## src/rtl/iterative_alu.sv

```systemverilog
// -----------------------------------------------------------------------------
// iterative_alu
//   Execute stage of the multi-cycle RV32I core. It accepts an alu_op and two
//   operands under a start/done handshake, and returns a registered result and
//   a registered branch-condition flag.
//   Logic, arithmetic and compare ops complete in one cycle. By default shifts
//   iterate one bit per cycle. When the macro ALU_BARREL_SHIFT_EN is defined,
//   shifts use a combinational barrel shifter and every op completes in one
//   cycle.
//
// Ports
//   clk         in   1     rising-edge clock
//   reset       in   1     synchronous, active-high reset
//   start       in   1     request; accepted on an edge where start=1, busy=0
//   alu_op      in   4     operation code
//   alu_in_1    in   XLEN  operand A (rs1)
//   alu_in_2    in   XLEN  operand B (rs2 / imm / shamt)
//   busy        out  1     multi-cycle op in flight; start ignored while high
//   done        out  1     1-cycle pulse; result/bcond valid this cycle
//   alu_result  out  XLEN  registered result, held until next done
//   alu_bcond   out  1     registered branch condition, held until next done
// -----------------------------------------------------------------------------
module iterative_alu #(
    parameter int unsigned XLEN = 32
) (
    input  logic            clk,
    input  logic            reset,
    input  logic            start,
    input  logic [3:0]      alu_op,
    input  logic [XLEN-1:0] alu_in_1,
    input  logic [XLEN-1:0] alu_in_2,
    output logic            busy,
    output logic            done,
    output logic [XLEN-1:0] alu_result,
    output logic            alu_bcond
);

    localparam int unsigned SHAMT_W = $clog2(XLEN);

    localparam logic [3:0] OP_ADD = 4'b0000;
    localparam logic [3:0] OP_SUB = 4'b0001;
    localparam logic [3:0] OP_AND = 4'b0010;
    localparam logic [3:0] OP_OR  = 4'b0011;
    localparam logic [3:0] OP_XOR = 4'b0100;
    localparam logic [3:0] OP_SLL = 4'b0101;
    localparam logic [3:0] OP_SRL = 4'b0110;
    localparam logic [3:0] OP_SRA = 4'b0111;
    localparam logic [3:0] OP_BEQ = 4'b1000;
    localparam logic [3:0] OP_BNE = 4'b1001;
    localparam logic [3:0] OP_BLT = 4'b1010;
    localparam logic [3:0] OP_BGE = 4'b1011;

    logic [SHAMT_W-1:0] shamt;
    logic [XLEN-1:0]    diff;
    logic [XLEN-1:0]    op_result_c;
    logic               op_bcond_c;

    logic [XLEN-1:0]    result_q, result_d;
    logic               bcond_q,  bcond_d;
    logic               done_q,   done_d;

    assign shamt = alu_in_2[SHAMT_W-1:0];
    assign diff  = alu_in_1 - alu_in_2;

    // Single-cycle result for every op. In the iterative build, shift ops only
    // take this path when shamt is 0, so there they pass operand A through.
    always_comb begin
        op_result_c = '0;
        op_bcond_c  = 1'b0;
        case (alu_op)
            OP_ADD: op_result_c = alu_in_1 + alu_in_2;
            OP_SUB: op_result_c = diff;
            OP_AND: op_result_c = alu_in_1 & alu_in_2;
            OP_OR:  op_result_c = alu_in_1 | alu_in_2;
            OP_XOR: op_result_c = alu_in_1 ^ alu_in_2;
`ifdef ALU_BARREL_SHIFT_EN
            OP_SLL: op_result_c = alu_in_1 << shamt;
            OP_SRL: op_result_c = alu_in_1 >> shamt;
            OP_SRA: op_result_c = XLEN'($signed(alu_in_1) >>> shamt);
`else
            OP_SLL, OP_SRL, OP_SRA: op_result_c = alu_in_1;
`endif
            OP_BEQ: begin
                op_result_c = diff;
                op_bcond_c  = (alu_in_1 == alu_in_2);
            end
            OP_BNE: begin
                op_result_c = diff;
                op_bcond_c  = (alu_in_1 != alu_in_2);
            end
            OP_BLT: begin
                op_result_c = diff;
                op_bcond_c  = ($signed(alu_in_1) < $signed(alu_in_2));
            end
            OP_BGE: begin
                op_result_c = diff;
                op_bcond_c  = ($signed(alu_in_1) >= $signed(alu_in_2));
            end
            default: begin
                op_result_c = '0;
                op_bcond_c  = 1'b0;
            end
        endcase
    end

`ifdef ALU_BARREL_SHIFT_EN

    // Every op completes in one cycle, so there is no FSM and busy is never set.
    always_comb begin
        result_d = result_q;
        bcond_d  = bcond_q;
        done_d   = 1'b0;
        if (start) begin
            result_d = op_result_c;
            bcond_d  = op_bcond_c;
            done_d   = 1'b1;
        end
    end

    always_ff @(posedge clk) begin
        if (reset) begin
            result_q <= '0;
            bcond_q  <= 1'b0;
            done_q   <= 1'b0;
        end else begin
            result_q <= result_d;
            bcond_q  <= bcond_d;
            done_q   <= done_d;
        end
    end

    assign busy = 1'b0;

`else

    typedef enum logic {
        S_IDLE  = 1'b0,
        S_SHIFT = 1'b1
    } state_e;

    state_e             state_q, state_d;
    logic [SHAMT_W-1:0] cnt_q,   cnt_d;
    logic [XLEN-1:0]    shreg_q, shreg_d;
    logic [1:0]         shop_q,  shop_d;
    logic               busy_q,  busy_d;
    logic               accept;
    logic               is_shift;
    logic               go_shift;
    logic [XLEN-1:0]    shift_step;

    assign accept   = start & ~busy_q;
    assign is_shift = (alu_op == OP_SLL) | (alu_op == OP_SRL) | (alu_op == OP_SRA);
    assign go_shift = accept & is_shift & (shamt != '0);

    // One-bit step of the operand being shifted; shop_q holds alu_op[1:0].
    always_comb begin
        case (shop_q)
            2'b01:   shift_step = {shreg_q[XLEN-2:0], 1'b0};
            2'b10:   shift_step = {1'b0, shreg_q[XLEN-1:1]};
            default: shift_step = {shreg_q[XLEN-1], shreg_q[XLEN-1:1]};
        endcase
    end

    // State and datapath registers.
    always_ff @(posedge clk) begin
        if (reset) begin
            state_q  <= S_IDLE;
            cnt_q    <= '0;
            shreg_q  <= '0;
            shop_q   <= 2'b00;
            busy_q   <= 1'b0;
            result_q <= '0;
            bcond_q  <= 1'b0;
            done_q   <= 1'b0;
        end else begin
            state_q  <= state_d;
            cnt_q    <= cnt_d;
            shreg_q  <= shreg_d;
            shop_q   <= shop_d;
            busy_q   <= busy_d;
            result_q <= result_d;
            bcond_q  <= bcond_d;
            done_q   <= done_d;
        end
    end

    // Next-state logic.
    always_comb begin
        state_d = state_q;
        case (state_q)
            S_IDLE:  if (go_shift) state_d = S_SHIFT;
            S_SHIFT: if (cnt_q == SHAMT_W'(1)) state_d = S_IDLE;
            default: state_d = S_IDLE;
        endcase
    end

    // Output and datapath next values.
    always_comb begin
        result_d = result_q;
        bcond_d  = bcond_q;
        done_d   = 1'b0;
        busy_d   = 1'b0;
        cnt_d    = cnt_q;
        shreg_d  = shreg_q;
        shop_d   = shop_q;
        case (state_q)
            S_IDLE: begin
                if (go_shift) begin
                    shreg_d = alu_in_1;
                    cnt_d   = shamt;
                    shop_d  = alu_op[1:0];
                    busy_d  = 1'b1;
                end else if (accept) begin
                    result_d = op_result_c;
                    bcond_d  = op_bcond_c;
                    done_d   = 1'b1;
                end
            end
            S_SHIFT: begin
                shreg_d = shift_step;
                cnt_d   = cnt_q - SHAMT_W'(1);
                busy_d  = 1'b1;
                // Last step: publish the shifted value directly.
                if (cnt_q == SHAMT_W'(1)) begin
                    result_d = shift_step;
                    bcond_d  = 1'b0;
                    done_d   = 1'b1;
                    busy_d   = 1'b0;
                end
            end
            default: begin
                busy_d = 1'b0;
            end
        endcase
    end

    assign busy = busy_q;

`endif

    assign done       = done_q;
    assign alu_result = result_q;
    assign alu_bcond  = bcond_q;

endmodule

```

## config.mk

```make
export PLATFORM = sky130hd
export DESIGN_NAME = iterative_alu
export DESIGN_NICKNAME = d
export VERILOG_FILES = /design/src/rtl/iterative_alu.sv
export SDC_FILE = /design/constraint.sdc
export NUM_CORES = 1
export LEC_CHECK = 0
export ABC_AREA = 1
export BUFFER_PORTS_ARGS = -buffer_cell sky130_fd_sc_hd__buf_4
export CORE_ASPECT_RATIO = 1.1
export CORE_MARGIN = 1
export CORE_UTILIZATION = 60
export CTS_BUF_LIST = sky130_fd_sc_hd__clkbuf_2 sky130_fd_sc_hd__clkbuf_4 sky130_fd_sc_hd__clkbuf_8
export CTS_CLUSTER_DIAMETER = 30
export DETAILED_ROUTE_END_ITERATION = 12
export HOLD_SLACK_MARGIN = 0.15
export PLACE_DENSITY_LB_ADDON = 0.15
export SETUP_SLACK_MARGIN = 0.3
export SKIP_CTS_REPAIR_TIMING = 1
export SYNTH_ARGS = -nofsm -noshare
export SYNTH_HDL_FRONTEND = slang
export SYNTH_SLANG_ARGS = --single-unit
```

## constraint.sdc

```tcl
create_clock -name clk -period 2.8 [get_ports clk]
set_input_delay 0.28 -clock clk [delete_from_list [all_inputs] [get_ports clk]]
set_output_delay 0.28 -clock clk [all_outputs]
set_load 0.05 [all_outputs]
```

==> flow_summary_export.csv <==
group,metric,value,unit
final_layout,diodes,0,
timing,rsz0062_at_grt,"no",
global_route,grt_pass1_vias,11000,
global_route,grtUsageTotal,0.463,
route,drt_iter0_drc,1437,
clock_tree,cts_buffers,9,
power_and_ir_drop,leakage,0.00538,uW
final_layout,areaGrowthSynthToFinish,13.0,%
worst_hold_path,min_path_cells,3,
floorplanning,io_pins,106,
logic_synthesis,syn-cell-area,9510,um2
final_layout,nFillCells,1427,
timing,setup_tns,0,ps
route,vias,11900,
setup_path,start_kind,"input port",
setup_path,critPathRequiredTime,3050,ps
timing,min_period,2440,ps
setup_path,crit_path_end_kind,"register",
placed_design,port_buffers,105,
power_and_ir_drop,ir_worst_vdd,0.000397,V
setup_path,r2r_setup_slack,670,ps
setup_path,worst_r2r_path_depth,10,
floorplanning,dieHeight,134,um
worst_hold_path,hold_path.class,"in2reg",
final_layout,drive_above_1_share,0.0971,
setup_path,rr_endpoint,"alu_result[25]",
logic_synthesis,yosys.area.top_type,"nand2_1",
final_layout,nNetsFinal,1921,
setup_path,path_class,"in2reg",
logic_synthesis,yosysUniqueCellTypes,43,
logic_synthesis,synth.net_count,1849,
logic_synthesis,synth_cells,1664,
final_layout,fin_util,0.702,
floorplanning,coreArea,15300,um2
setup_path,r2r-start,"shop_q[0]",
clock_tree,clk_pin_slew,80,ps
route,dr.pass1.iters,7,
logic_synthesis,ys.flop_type,"dfxtp_1",
final_layout,multi_input_area,6790,um2
logic_synthesis,seq_area_frac_synth,0.156,
final_layout,seq_area,1480,um2
power_and_ir_drop,power_density,386,nW/um2
logic_synthesis,netlist_top_cells_area,"nand2_1 17%, dfxtp_1 16%, ha_1 15%",
logic_synthesis,synth_edf_count,0,
route,ant_nets,0,
placed_design,place_congestion,1.06,
global_route,antenna_found_initial,0,
route,viasPerCell,6.14,
logic_synthesis,syn_avg_cell_area,5.71,um2
timing,fmax,0.410,GHz
job,max-cap-violations,0,
placed_design,placed_area,10500,um2
timing,maxSlewViolCount,0,
clock_tree,clockRootBuffer,"clkbuf_8",
floorplanning,die_w,122,um
worst_hold_path,hp-start,"alu_in_1[20]",
outcome,status,"finished, final reports clean",
route,routed_wl,37500,um
timing,finClkSkew,8.16,ps
timing,setup_viol,0,
final_layout,final_cell_mix,"442 x nand2_1, 237 x inv_1, 184 x a21oi_1",
floorplanning,dieArea,16400,um2
timing,worstMarginPinSlew,890,ps
setup_path,arrival,2690,ps
floorplanning,std_cell_rows,47,
clock_tree,clock_path_buffers,2,
global_route,gr-total-overflow,0,
final_layout,fin_area,10700,um2
setup_path,critical_path.startpoint,"alu_in_1[6]",
logic_synthesis,synth-seq-cells,74,
global_route,grt_max_degree,43,
final_layout,layout_commonest_cell,"nand2_1",
global_route,grt_pass1_wl,57800,um
timing,min_period_over_period,0.871,
floorplanning,initial_utilization,0.622,
timing,max_slew_margin,0.401,
setup_path,cp_max_fo,6,
clock_tree,clk_latency,360,ps
clock_tree,cts_tree,"done",
clock_tree,htreeDepth,3,
route,routedWlPerCell,19.3,um
route,drc_errors,0,
placed_design,dpl.hpwl,29100,um
logic_synthesis,synth_top_area_frac,0.175,
timing,final_hold_viol_count,0,
worst_hold_path,worstHoldEndpoint,"shreg_q[20]",
clock_tree,cts_sinks,74,
logic_synthesis,ys_warn_count,0,
logic_synthesis,async_flop_share,0,
[layout make-up]
class                   instances  area share
clock inverters                 4     0.00921
inverters                     243      0.0849
repair buffers                138      0.0988
well taps                     196      0.0228
flip-flops and latches         74       0.138
clock buffers                  12      0.0142
multi-input cells            1270       0.632
[stage by stage]
| step | std cells | total power [uW] | hold slack [ps] | setup WS, ps |
|---|---|---|---|---|
| 2_1_floorplan | 1664 | 2400 | 443 | 759 |
| 3_3_place_gp | 1921 | 3010 | 458 | 280 |
| 3_5_place_dp | 1921 | 3040 | 459 | 278 |
| 4_1_cts | 1937 | 4070 | 219 | 643 |
| 5_1_grt | 1937 | 4350 | 246 | 320 |
| 6_report | 1937 | 4150 | 224 | 362 |
[critical path, cell delays in order]
cell and delay (ps):
buf_4 190, inv_1 90, ha_1 390, a21oi_2 240
o21ai_0 190, a21oi_1 210, nand2_1 130, o21ai_0 260
nand4_1 440, nand2_1 170, a21oi_1 80
[flip-flops by register name, indices dropped and copies added (netlist names)]
name        cells
busy            1
shop_q          2
done            1
cnt_q           5
shreg_q        32
alu_result     32
alu_bcond       1
[kinds of logic after synthesis]
kind of cell | synth area share
AO/OA/AOI/OAI | 0.228
flip-flops | 0.156
buffers and inverters | 0.132
AND/OR/NAND/NOR | 0.331
XOR/XNOR | 0.00276
adder cells (fa/ha/maj) | 0.152
[worst max path at each step]
| stage | to | slack [ps] |
|---|---|---|
| 4_1_cts | alu_result[22] | 640 |
| 6_report | alu_result[11] | 360 |
| 5_1_grt | alu_bcond | 320 |
| 3_5_place_dp | alu_result[22] | 280 |
| 2_1_floorplan | alu_bcond | 760 |
| 3_3_place_gp | alu_result[22] | 280 |
[power by group]
group	leakage [uW]	total (uW)	switching [uW]	internal, uW
clock	0.000128	1050	409	638
sequential	0.000606	1170	49.9	1120
combinational	0.00465	1930	1340	592
[per-layer routing]
metal	track usage	vias to the layer above	part of all wire	wire length (um)
li1	-	5592	-	-
met1	0.507	5275	0.36	13300
met2	0.737	786	0.44	16400
met3	0.108	233	0.099	3690
met4	0.420	0	0.11	4060
met5	0	-	0	0
[cell usage after synthesis (2+ instances only)]
cell         n
nand2_1    442
inv_1      237
a21oi_1    185
nor2_1     143
nand3_1    135
ha_1       112
o21ai_0     96
dfxtp_1     74
clkbuf_1    51
o22ai_1     30
a31oi_1     23
nor3_1      20
a221oi_1    18
buf_2       18
nand4_1     11
o21ai_1     10
o21bai_1     8
inv_2        5
a211oi_1     4
o211ai_1     4
and2_1       3
buf_1        3
buf_6        3
nand3b_1     3
o2111ai_1    3
a21boi_0     2
fa_1         2
nor2_2       2
o31ai_1      2
xnor2_1      2
(Power assumes the default switching activity.)
